File: src/rtl/bure_core_pkg.sv
// -----------------------------------------------------------------------------
// bure_core_pkg
// Core-wide constants shared by the Bure pipeline stages.
//   INSTR_BYTES      : size of one instruction word in bytes (PC step).
//   DEFAULT_RESET_PC : address of the first fetch after reset.
// -----------------------------------------------------------------------------
package bure_core_pkg;

    localparam int          INSTR_BYTES      = 4;
    localparam logic [31:0] DEFAULT_RESET_PC = 32'h0000_0000;

endpackage : bure_core_pkg

File: src/rtl/bure_stage_interface_pkg.sv
// -----------------------------------------------------------------------------
// bure_stage_interface_pkg
// Field widths of the inter-stage interfaces of the Bure pipeline.
//   IF_PC_WIDTH    : width of the pc field carried from fetch to decode.
//   IF_INSTR_WIDTH : width of the instr field carried from fetch to decode.
// -----------------------------------------------------------------------------
package bure_stage_interface_pkg;

    localparam int IF_PC_WIDTH    = 32;
    localparam int IF_INSTR_WIDTH = 32;

endpackage : bure_stage_interface_pkg

File: src/rtl/bure_if_interface.sv
// -----------------------------------------------------------------------------
// bure_if_interface
// Fetch -> decode handoff.
//   instr       : fetched instruction word at the head of the fetch queue.
//   instr_valid : instr/pc are meaningful this cycle.
//   pc          : address the instruction was fetched from.
// master = fetch stage (drives), slave = decode stage (observes).
// Flow control back to fetch travels as a separate stall signal.
// -----------------------------------------------------------------------------
interface bure_if_interface #(
    parameter int DATA_WIDTH  = bure_stage_interface_pkg::IF_PC_WIDTH,
    parameter int INSTR_WIDTH = bure_stage_interface_pkg::IF_INSTR_WIDTH
);

    logic [INSTR_WIDTH-1:0] instr;
    logic                   instr_valid;
    logic [DATA_WIDTH-1:0]  pc;

    modport master (
        output instr,
        output instr_valid,
        output pc
    );

    modport slave (
        input instr,
        input instr_valid,
        input pc
    );

endinterface : bure_if_interface

File: src/rtl/bure_fetch_fifo.sv
// -----------------------------------------------------------------------------
// bure_fetch_fifo
// Small synchronous FIFO holding fetched {pc, instr} entries.
//   clk, srst  : clock, synchronous active-high reset.
//   push/push_data : write one entry at the tail.
//   pop        : drop the head entry.
//   flush      : empty the queue; wins over push and pop.
//   head_data  : current head entry (valid when !empty).
//   count/empty/full : occupancy.
// The head is read straight from storage so decode sees it in the cycle
// after the push without an extra output register.
// -----------------------------------------------------------------------------
module bure_fetch_fifo #(
    parameter int WIDTH       = 64,
    parameter int DEPTH       = 2,
    parameter int COUNT_WIDTH = $clog2(DEPTH + 1)
) (
    input  logic                   clk,
    input  logic                   srst,
    input  logic                   push,
    input  logic [WIDTH-1:0]       push_data,
    input  logic                   pop,
    input  logic                   flush,
    output logic [WIDTH-1:0]       head_data,
    output logic [COUNT_WIDTH-1:0] count,
    output logic                   empty,
    output logic                   full
);

    localparam int AW = (DEPTH > 1) ? $clog2(DEPTH) : 1;

    logic [WIDTH-1:0]       mem_reg [DEPTH];
    logic [AW-1:0]          wr_ptr_reg;
    logic [AW-1:0]          rd_ptr_reg;
    logic [COUNT_WIDTH-1:0] count_reg;
    logic                   do_push;
    logic                   do_pop;

    // Pointer increment that also works for non power-of-two depths.
    function automatic logic [AW-1:0] ptr_inc(input logic [AW-1:0] p);
        return (p == AW'(DEPTH - 1)) ? '0 : p + 1'b1;
    endfunction

    assign empty     = (count_reg == '0);
    assign full      = (count_reg == COUNT_WIDTH'(DEPTH));
    assign do_pop    = pop && !empty;
    // A push into a full queue is allowed only when the head leaves this cycle.
    assign do_push   = push && (!full || do_pop);
    assign count     = count_reg;
    assign head_data = mem_reg[rd_ptr_reg];

    always_ff @(posedge clk) begin
        if (srst || flush) begin
            wr_ptr_reg <= '0;
            rd_ptr_reg <= '0;
            count_reg  <= '0;
        end else begin
            if (do_push) begin
                wr_ptr_reg <= ptr_inc(wr_ptr_reg);
            end
            if (do_pop) begin
                rd_ptr_reg <= ptr_inc(rd_ptr_reg);
            end
            count_reg <= count_reg + COUNT_WIDTH'(do_push) - COUNT_WIDTH'(do_pop);
        end
    end

    // Storage is not reset; occupancy alone defines what is valid.
    always_ff @(posedge clk) begin
        if (do_push && !flush && !srst) begin
            mem_reg[wr_ptr_reg] <= push_data;
        end
    end

endmodule : bure_fetch_fifo

File: src/rtl/bure_stage_if.sv
// -----------------------------------------------------------------------------
// bure_stage_if
// Instruction-fetch stage. Issues sequential word fetches, buffers in-order
// responses in bure_fetch_fifo and presents the head to decode.
//   i_clk, i_rst          : clock, synchronous active-high reset.
//   o_imem_req_valid/i_imem_req_ready/o_imem_addr : fetch request channel.
//   i_imem_rsp_valid/i_imem_rsp_data : in-order response beats (no backpressure).
//   i_redirect_valid/i_redirect_pc   : flush and restart fetch at a new PC.
//   i_stall               : decode does not take the head this cycle.
//   if_if                 : {instr, instr_valid, pc} towards decode.
// Credit: in-flight requests, stale beats still to drop and queued entries
// together never exceed FIFO_DEPTH, so every accepted response has a slot.
// -----------------------------------------------------------------------------
module bure_stage_if
    import bure_core_pkg::*;
#(
    parameter int                    DATA_WIDTH  = 32,
    parameter int                    INSTR_WIDTH = 32,
    parameter logic [DATA_WIDTH-1:0] RESET_PC    = DATA_WIDTH'(DEFAULT_RESET_PC),
    parameter int                    FIFO_DEPTH  = 2
) (
    input  logic                   i_clk,
    input  logic                   i_rst,
    output logic                   o_imem_req_valid,
    input  logic                   i_imem_req_ready,
    output logic [DATA_WIDTH-1:0]  o_imem_addr,
    input  logic                   i_imem_rsp_valid,
    input  logic [INSTR_WIDTH-1:0] i_imem_rsp_data,
    input  logic                   i_redirect_valid,
    input  logic [DATA_WIDTH-1:0]  i_redirect_pc,
    input  logic                   i_stall,
    bure_if_interface.master       if_if
);

    localparam int CW = $clog2(FIFO_DEPTH + 1);
    localparam int SW = CW + 2;                  // room for the credit sum
    localparam int EW = DATA_WIDTH + INSTR_WIDTH;

    localparam logic [DATA_WIDTH-1:0] PC_STEP    = DATA_WIDTH'(INSTR_BYTES);
    localparam logic [DATA_WIDTH-1:0] ALIGN_MASK = ~DATA_WIDTH'(INSTR_BYTES - 1);
    localparam logic [DATA_WIDTH-1:0] RESET_PC_A = RESET_PC & ALIGN_MASK;

    logic [DATA_WIDTH-1:0] fetch_pc_reg, fetch_pc_next;
    logic [DATA_WIDTH-1:0] rsp_pc_reg, rsp_pc_next;
    logic [CW-1:0]         outstanding_reg, outstanding_next;
    logic [CW-1:0]         drop_cnt_reg, drop_cnt_next;

    logic [CW-1:0]         fifo_count;
    logic                  fifo_empty;
    logic                  fifo_full;
    logic [EW-1:0]         fifo_head;

    logic                  out_valid;
    logic                  pop;
    logic [SW-1:0]         credit_used;
    logic                  req_valid;
    logic                  req_fire;
    logic                  rsp_drop;
    logic                  rsp_accept;
    logic                  push;
    logic                  rsp_consumed;
    logic [SW-1:0]         pending_total;
    logic [DATA_WIDTH-1:0] redirect_aligned;

    assign redirect_aligned = i_redirect_pc & ALIGN_MASK;

    assign out_valid = !i_rst && !fifo_empty;
    assign pop       = out_valid && !i_stall;

    // A slot freed by this cycle's pop can be promised to a new request:
    // its response cannot arrive before the next cycle. This is what lets a
    // two-entry queue sustain one fetch per cycle with 1-cycle memory.
    assign credit_used = SW'(outstanding_reg) + SW'(drop_cnt_reg)
                       + SW'(fifo_count) - SW'(pop);

    assign req_valid = !i_rst && !i_redirect_valid
                     && (credit_used < SW'(FIFO_DEPTH));
    assign req_fire  = req_valid && i_imem_req_ready;

    assign rsp_drop   = i_imem_rsp_valid && (drop_cnt_reg != '0);
    assign rsp_accept = i_imem_rsp_valid && (drop_cnt_reg == '0)
                      && (outstanding_reg != '0);
    assign push       = rsp_accept && !i_redirect_valid && (!fifo_full || pop);

    // On redirect every still-pending beat becomes stale; a beat arriving in
    // the redirect cycle itself is already consumed and is not counted.
    assign rsp_consumed  = i_imem_rsp_valid
                         && ((outstanding_reg != '0) || (drop_cnt_reg != '0));
    assign pending_total = SW'(outstanding_reg) + SW'(drop_cnt_reg)
                         - SW'(rsp_consumed);

    always_comb begin
        fetch_pc_next    = fetch_pc_reg;
        rsp_pc_next      = rsp_pc_reg;
        outstanding_next = outstanding_reg;
        drop_cnt_next    = drop_cnt_reg;
        if (i_redirect_valid) begin
            fetch_pc_next    = redirect_aligned;
            rsp_pc_next      = redirect_aligned;
            outstanding_next = '0;
            drop_cnt_next    = CW'(pending_total);
        end else begin
            if (req_fire) begin
                fetch_pc_next = fetch_pc_reg + PC_STEP;
            end
            if (rsp_accept) begin
                rsp_pc_next = rsp_pc_reg + PC_STEP;
            end
            outstanding_next = outstanding_reg + CW'(req_fire) - CW'(rsp_accept);
            if (rsp_drop) begin
                drop_cnt_next = drop_cnt_reg - CW'(1);
            end
        end
    end

    always_ff @(posedge i_clk) begin
        if (i_rst) begin
            fetch_pc_reg    <= RESET_PC_A;
            rsp_pc_reg      <= RESET_PC_A;
            outstanding_reg <= '0;
            drop_cnt_reg    <= '0;
        end else begin
            fetch_pc_reg    <= fetch_pc_next;
            rsp_pc_reg      <= rsp_pc_next;
            outstanding_reg <= outstanding_next;
            drop_cnt_reg    <= drop_cnt_next;
        end
    end

    bure_fetch_fifo #(
        .WIDTH       (EW),
        .DEPTH       (FIFO_DEPTH),
        .COUNT_WIDTH (CW)
    ) u_fifo (
        .clk       (i_clk),
        .srst      (i_rst),
        .push      (push),
        .push_data ({rsp_pc_reg, i_imem_rsp_data}),
        .pop       (pop),
        .flush     (i_redirect_valid),
        .head_data (fifo_head),
        .count     (fifo_count),
        .empty     (fifo_empty),
        .full      (fifo_full)
    );

    assign o_imem_req_valid = req_valid;
    assign o_imem_addr      = fetch_pc_reg;

    assign if_if.instr_valid = out_valid;
    assign if_if.pc          = fifo_head[EW-1:INSTR_WIDTH];
    assign if_if.instr       = fifo_head[INSTR_WIDTH-1:0];

    // A beat with nothing pending means the memory broke the protocol; the
    // beat is ignored. An accepted beat must always find a free slot.
    always_ff @(posedge i_clk) begin
        if (!i_rst) begin
            assert (!(i_imem_rsp_valid && (outstanding_reg == '0)
                      && (drop_cnt_reg == '0)));
            assert (!(rsp_accept && !i_redirect_valid && fifo_full && !pop));
        end
    end

endmodule : bure_stage_if

File: src/flat_wrapper.sv
// flat-port wrapper written by rule: the top's interface ports become plain ports
module bure_stage_if_flat import bure_core_pkg::*;
#(
    parameter int                    DATA_WIDTH  = 32,
    parameter int                    INSTR_WIDTH = 32,
    parameter logic [DATA_WIDTH-1:0] RESET_PC    = DATA_WIDTH'(DEFAULT_RESET_PC),
    parameter int                    FIFO_DEPTH  = 2
)
  (i_clk, i_rst, o_imem_req_valid, i_imem_req_ready, o_imem_addr, i_imem_rsp_valid, i_imem_rsp_data, i_redirect_valid, i_redirect_pc, i_stall, if_if_instr, if_if_instr_valid, if_if_pc);
  bure_if_interface #(.DATA_WIDTH(DATA_WIDTH), .INSTR_WIDTH(INSTR_WIDTH)) if_if_i ();
  input  logic i_clk;
  input  logic i_rst;
  output logic o_imem_req_valid;
  input  logic i_imem_req_ready;
  output logic [DATA_WIDTH-1:0] o_imem_addr;
  input  logic i_imem_rsp_valid;
  input  logic [INSTR_WIDTH-1:0] i_imem_rsp_data;
  input  logic i_redirect_valid;
  input  logic [DATA_WIDTH-1:0] i_redirect_pc;
  input  logic i_stall;
  output wire logic [$bits(if_if_i.instr)-1:0] if_if_instr;
  output wire logic [$bits(if_if_i.instr_valid)-1:0] if_if_instr_valid;
  output wire logic [$bits(if_if_i.pc)-1:0] if_if_pc;
  assign if_if_instr = if_if_i.instr;
  assign if_if_instr_valid = if_if_i.instr_valid;
  assign if_if_pc = if_if_i.pc;
  bure_stage_if #(.DATA_WIDTH(DATA_WIDTH), .INSTR_WIDTH(INSTR_WIDTH), .RESET_PC(RESET_PC), .FIFO_DEPTH(FIFO_DEPTH)) u_core (.i_clk(i_clk), .i_rst(i_rst), .o_imem_req_valid(o_imem_req_valid), .i_imem_req_ready(i_imem_req_ready), .o_imem_addr(o_imem_addr), .i_imem_rsp_valid(i_imem_rsp_valid), .i_imem_rsp_data(i_imem_rsp_data), .i_redirect_valid(i_redirect_valid), .i_redirect_pc(i_redirect_pc), .i_stall(i_stall), .if_if(if_if_i));
endmodule
File: config.mk
export PLATFORM = sky130hd
export DESIGN_NAME = bure_stage_if_flat
export DESIGN_NICKNAME = d
export VERILOG_FILES = /design/src/rtl/bure_core_pkg.sv /design/src/rtl/bure_stage_interface_pkg.sv /design/src/rtl/bure_if_interface.sv /design/src/rtl/bure_fetch_fifo.sv /design/src/rtl/bure_stage_if.sv /design/src/flat_wrapper.sv
export SDC_FILE = /design/constraint.sdc
export NUM_CORES = 1
export LEC_CHECK = 0
export CORE_UTILIZATION = 56
export DETAILED_ROUTE_END_ITERATION = 6
export GPL_TIMING_DRIVEN = 0
export PLACE_DENSITY = 0.86
export SLEW_MARGIN = 5
export SYNTH_ARGS = -nofsm -noshare
export SYNTH_HDL_FRONTEND = slang
export SYNTH_HIERARCHICAL = 1
export SYNTH_SLANG_ARGS = --single-unit
File: constraint.sdc
create_clock -name i_clk -period 31.2 [get_ports i_clk]
set_input_delay 6.24 -clock i_clk [delete_from_list [all_inputs] [get_ports i_clk]]
set_output_delay 6.24 -clock i_clk [all_outputs]
set_load 0.02 [all_outputs]
==> results of run 1 <==
[per-layer routing]
| layer | wire length (um) | vias to the layer above | GRT usage (%) |
|---|---|---|---|
| met5 | 0 | - | 0 |
| li1 | - | 2846 | - |
| met3 | 1770 | 32 | 6.41 |
| met1 | 8180 | 2963 | 33.1 |
| met4 | 385 | 0 | 9.61 |
| met2 | 9770 | 297 | 43.3 |
[power by group through the flow]
stage               logic, mW  registers [mW]  clock network [mW]
global placement       0.0412           0.296                   0
finish                 0.0440           0.292               0.212
CTS                    0.0437           0.292               0.215
global route           0.0473           0.293               0.226
detailed placement     0.0432           0.297                   0
floorplan              0.0190           0.298                   0
[path summary, 6_finish.rpt]
kind | slack, ps | end | cells past startpoint | start
max | 15250 | o_imem_req_valid | 11 | i_rst
min | 500 | u_core/u_fifo/wr_ptr_reg | 2 | u_core/u_fifo/wr_ptr_reg
max reg2reg | 27130 | u_core/u_fifo/mem_reg[1][46] | 9 | u_core/u_fifo/count[0]
min reg2reg | 500 | u_core/u_fifo/wr_ptr_reg | 2 | u_core/u_fifo/wr_ptr_reg
[cells by family (layout without fill, tap and decap cells)]
group / count (synthesis) / count (layout) / share of synthesized area [%]
flip-flops: 197 / 197 / 61.0
AND/OR/NAND/NOR: 156 / 156 / 9.98
AO/OA/AOI/OAI: 106 / 106 / 8.11
buffers and inverters: 70 / 274 / 3.56
multiplexers: 67 / 67 / 8.76
XOR/XNOR: 62 / 62 / 6.34
adder cells (fa/ha/maj): 14 / 14 / 2.22
other: 1 / 6 / 0.0438
[area by class of cell]
type | count | area (sq um)
Sequential cell | 197 | 5230
Clock buffer | 20 | 437
Buffer | 29 | 151
Clock inverter | 11 | 135
Multi-Input combinational cell | 411 | 3070
Fill cell | 978 | 3620
Timing Repair Buffer | 173 | 1730
Tap cell | 184 | 230
Inverter | 41 | 154
[worst max-delay path: stages]
cell             delay, ps
clkdlybuf4s50_1        520
clkbuf_2               200
nor3_1                 620
ha_1                   350
nand2b_1               160
fa_1                   390
xor2_1                 160
and3_1                 180
nand3_1                180
inv_1                  100
clkdlybuf4s50_1        600
[through the flow]
stage / instance area (sq um) / worst slack, ps / hold WS [ps]
floorplan: 8590 / 16400 / 442
global placement: 10400 / 12550 / 450
detailed placement: 10600 / 15310 / 482
CTS: 11100 / 15300 / 492
global route: 11100 / 15030 / 524
finish: 11100 / 15250 / 500
[Yosys cell counts, types with 12 or more instances]
cell / number / area share, %
edfxtp_1: 128 / 45
dfxtp_1: 69 / 16
mux2_2: 64 / 8.4
inv_1: 40 / 1.8
a21boi_0: 33 / 2.9
a21oi_1: 31 / 1.8
xnor2_1: 31 / 3.2
xor2_1: 31 / 3.2
nand3_1: 27 / 1.6
nor2_1: 27 / 1.2
nand2_1: 25 / 1.1
nand4_1: 18 / 1.3
clkbuf_1: 14 / 0.61
nor3_1: 14 / 0.82
and3_1: 13 / 0.95
o21a_1: 13 / 1.1
ha_1: 12 / 1.8
==> impl_metrics.ini, run 1 <==
[floorplan]
die_area_sq_um = 15800
die_width_um = 126
core-area_sq_um = 14800
io_pins = 168
num_rows = 44
die_height_um = 126
initial_core_util_pct = 58.1

[logic_synthesis]
yosys_warnings = 6
yosys_register_bits = 197
synth_edf_count = 128
synthesis.area_sq_um = 8570
synth_cell_types = 54
synth_cells = 673
async_flop_share_pct = 0
yosysSeqAreaShare_pct = 61.0
synth_area_per_cell_sq_um = 12.7
synth_flop_cell = edfxtp_1

[outcome]
status = finished, violations left
failed_checks = DRC

[placed_design]
gp_congestion = 0.975
portBuffers = 163
placed_cells = 1035
dpl.hpwl_mm = 14.8

[clock_network]
hold_buffers = 0
clkLatencyLatePin_ps = 420
clk_pin_slew_worst_paths_ps = 60
h-tree-depth = 4
cts_resized = 0
cts_tree = done
post-cts-setup-buffer-count = 0
numCtsBuffers = 17
numClockSinks = 197
clock_path_buffers = 2
cts-root-buf = clkbuf_16

[worst_setup_path]
crit_path_max_fanout = 6
cp_data_arrival_time_ps = 9710
required_ps = 24960
critical_path_class = primary input to primary output
worst_setup_path_end_kind = primary output
start_kind = primary input

[power_and_ir_drop]
swShare_pct = 21.4
cellLeakagePower_nw = 3.96
p_total_mw = 0.548
p_switching_mw = 0.117
pwr-share-comb_pct = 8.0
irDropWorstVdd_mv = 0.0501
p_seq_share_pct = 53.3
power_per_cell_area_nw_per_um2 = 49.2
p_int_mw = 0.431
clkPwrFrac_pct = 38.7

[layout]
drive_gt1_share_pct = 14.1
final_common_cell = clkdlybuf4s50_1
areaGrowthSynthToFinish_pct = 30.0
fin_nets = 954
diodes = 0
final_util_pct = 75.5
final_cell_mix = 163 x clkdlybuf4s50_1, 128 x edfxtp_1, 69 x dfxtp_1
layout.cells.non_filler = 1066
largest_register_ffs = 128

[sta]
finalHoldViolations = 0
finalCritPeriodShare_pct = 51.1
setup_violations = 0
rsz0062_at_grt = false
min_period_ps = 15950
slew_violations = 0
worst-slew-pin-transition_ps = 784
max_freq_mhz = 62.7
slew_headroom_pct = 47.6
finalSetupTns_ps = 0
fin_worst_skew_ps = 9.10

[drt]
drt_first_iter_violations = 459
via_count = 6138
firstDrtPassIters = 7
drcViolationCount = 16
wire_per_inst_um = 18.9
postRouteAntennaNets = 0
wirelength_mm = 20.1
routed_via_density = 5.76

[run]
cap_violations = 0

[worst_hold_path]
hold_class = register to register

[grt]
grt_max_degree = 33
grt_overflow_total = 0
antenna_found_initial = 0
grt_pass1_vias = 6279
grt_pass1_wl_mm = 31.8
grt_util_all_layers_pct = 26.1
No activity file was read; power rests on OpenSTA's default activity.
==> inputs of run 2 (changes only) <==
CORE_UTILIZATION = 47   (was 56)
PLACE_DENSITY = 0.77   (was 0.86)
clock period = 13.2 ns   (was 31.2 ns; I/O delays follow)
==> run 2 against run 1 <==
The run now ends clean; via count fell by 4.6%; combinational power rose by 130%; sequential share of layout area fell by 0.50 points; flip-flop and latch count did not move; worst hold slack got worse by 21 ps.
==> impl_metrics.ini, run 2 (synthesized netlist as in run 1, its figures left out) <==
[clock_network]
clkLatencyLatePin_ps = 420
cts-root-buf = clkbuf_16
cts_tree = done
numCtsBuffers = 17
cts_resized = 0
clock_path_buffers = 2
numClockSinks = 197
h-tree-depth = 4
clk_pin_slew_worst_paths_ps = 60
hold_buffers = 0
post-cts-setup-buffer-count = 0

[layout]
areaGrowthSynthToFinish_pct = 31.4
layout.cells.non_filler = 1113
drive_gt1_share_pct = 14.5
final_common_cell = clkdlybuf4s50_1
diodes = 0
largest_register_ffs = 128
final_cell_mix = 163 x clkdlybuf4s50_1, 128 x edfxtp_1, 69 x dfxtp_1
fin_nets = 955

[worst_setup_path]
cpPeakStageDelay_ps = 600
crit_path_max_fanout = 6
rr_worst_depth = 17
r2r_setup_slack_ps = 9350
worst_setup_path_end_kind = primary output
crit_slowest_cell = clkdlybuf4s50_1
r2r_start = u_core/outstanding_reg[0]
critPathBufInv = 4
crit_start = i_rst
required_ps = 10560
start_kind = primary input
critical_path_class = primary input to primary output
cp_top_family = buffers and inverters
cp_data_arrival_time_ps = 6000
cp_common_cell = clkdlybuf4s50_1
crit_chain = clkdlybuf4s50_1 > clkbuf_2 > nor3_1 > ha_1 > nand2b_1 > fa_1 > xor2_1 > and3_1 > nand3_1 > inv_1 > clkdlybuf4s50_1
rr_endpoint = u_core/outstanding_reg[1]

[grt]
grt_max_degree = 30
antenna_found_initial = 0
grt_util_all_layers_pct = 21.0
grt_pass1_vias = 5837
gr-max-usage-layer = met2
grt_pass1_wl_mm = 29.7
grt_overflow_total = 0
grt.met3_usage_pct = 4.78
gr-usage-met1_pct = 26.8
grt_use_met2_pct = 34.5

[sta]
min_period_ps = 8640
rsz0062_at_grt = false
setup_ws_ps = 4560
worst-slew-pin-transition_ps = 691
max_freq_mhz = 116
finalHoldViolations = 0
slew_violations = 0
finalCritPeriodShare_pct = 65.5
fin_worst_skew_ps = 9.35
slew_headroom_pct = 53.8
setup_violations = 0

[power_and_ir_drop]
pwr-share-comb_pct = 7.7
p_int_mw = 1.04
irDropWorstVdd_mv = 0.116
p_switching_mw = 0.287
cellLeakagePower_nw = 4.00
power_per_cell_area_nw_per_um2 = 118
clkPwrFrac_pct = 40.6
swShare_pct = 21.5
p_seq_share_pct = 51.8
p_total_mw = 1.33

[drt]
firstDrtPassIters = 6
wire_per_inst_um = 17.1
wirelength_mm = 19.1
postRouteAntennaNets = 0
drt_first_iter_violations = 277
via_count = 5854
drcViolationCount = 0
routed_via_density = 5.26

[placed_design]
gp_congestion = 0.855
placed_cells = 1081
pre_cts_ws_ps = 4570
portBuffers = 163
dpl.hpwl_mm = 14.1

[floorplan]
num_rows = 49
io_pins = 168
die_width_um = 137
die_area_sq_um = 18800
die_height_um = 137
core-area_sq_um = 17900
initial_core_util_pct = 47.9

[worst_hold_path]
min_to = u_core/u_fifo/wr_ptr_reg
hold_depth = 2
hold_class = register to register
worstHoldStart = u_core/u_fifo/wr_ptr_reg

[outcome]
status = complete, no violations

[run]
cap_violations = 0
==> run 2: cell count changes in the layout (fill, tap and decap cells not counted) <==
cell / change
clkinvlp_4: -1
inv_6: +1
clkinv_4: +2
clkbuf_1: -1
clkinv_1: -1
clkbuf_16: +2
buf_4: +1
clkinvlp_2: -1
==> run 2: final cells by class <==
| class | count | area, sq um |
|---|---|---|
| Sequential cell | 197 | 5230 |
| Clock inverter | 11 | 145 |
| Fill cell | 1432 | 6650 |
| Buffer | 29 | 151 |
| Tap cell | 229 | 287 |
| Clock buffer | 21 | 483 |
| Timing Repair Buffer | 174 | 1740 |
| Multi-Input combinational cell | 411 | 3070 |
| Inverter | 41 | 154 |
==> run 2: metal layers <==
| metal | part of all wire, % | routed length, um |
|---|---|---|
| met1 | 44 | 8400 |
| met2 | 46 | 8810 |
| met3 | 7.4 | 1410 |
| met4 | 2.4 | 455 |
| met5 | 0 | 0 |
==> run 2: worst register-to-register path, cell delays in order, from the launching register on <==
cell     delay [ps]
dfxtp_1         350
ha_1            220
fa_1            520
inv_1            60
ha_1            320
inv_1            60
ha_1            270
and4b_1         200
or3_1           350
and3_1          170
buf_2           190
inv_2           210
ha_1            270
inv_1            60
ha_1            140
xor2_1          170
xnor2_1         130
nor2_1           50
==> run 2: worst max path at each step <==
| stage | end | slack, ps | depth (start not counted) |
|---|---|---|---|
| after floorplan | u_core/u_fifo/mem_reg[1][0] | 2000 | 6 |
| after global placement | u_core/u_fifo/mem_reg[1][29] | -2610 | 7 |
| after detailed placement | o_imem_req_valid | 4570 | 11 |
| after CTS | o_imem_req_valid | 4550 | 11 |
| after global routing | o_imem_req_valid | 4290 | 11 |
| final | o_imem_req_valid | 4560 | 11 |
==> run 2: power groups by stage <==
stage | clock [mW] | combinational [mW] | sequential, mW
2_1_floorplan | 0 | 0.0449 | 0.704
3_3_place_gp | 0 | 0.0984 | 0.701
3_5_place_dp | 0 | 0.101 | 0.702
4_1_cts | 0.550 | 0.102 | 0.688
5_1_grt | 0.572 | 0.111 | 0.691
6_report | 0.540 | 0.102 | 0.689
==> run 2: per-stage QoR <==
stage                     cell area [sq um]  utilization (%)  setup TNS [ps]  hold slack (ps)
after floorplan                        8590                -               0              442
after global placement                10500             58.7         -166490              453
after detailed placement              10600             59.4               0              472
after CTS                             11300             62.9               0              481
after global routing                  11300             62.9               0              504
final                                 11300             62.9               0              479
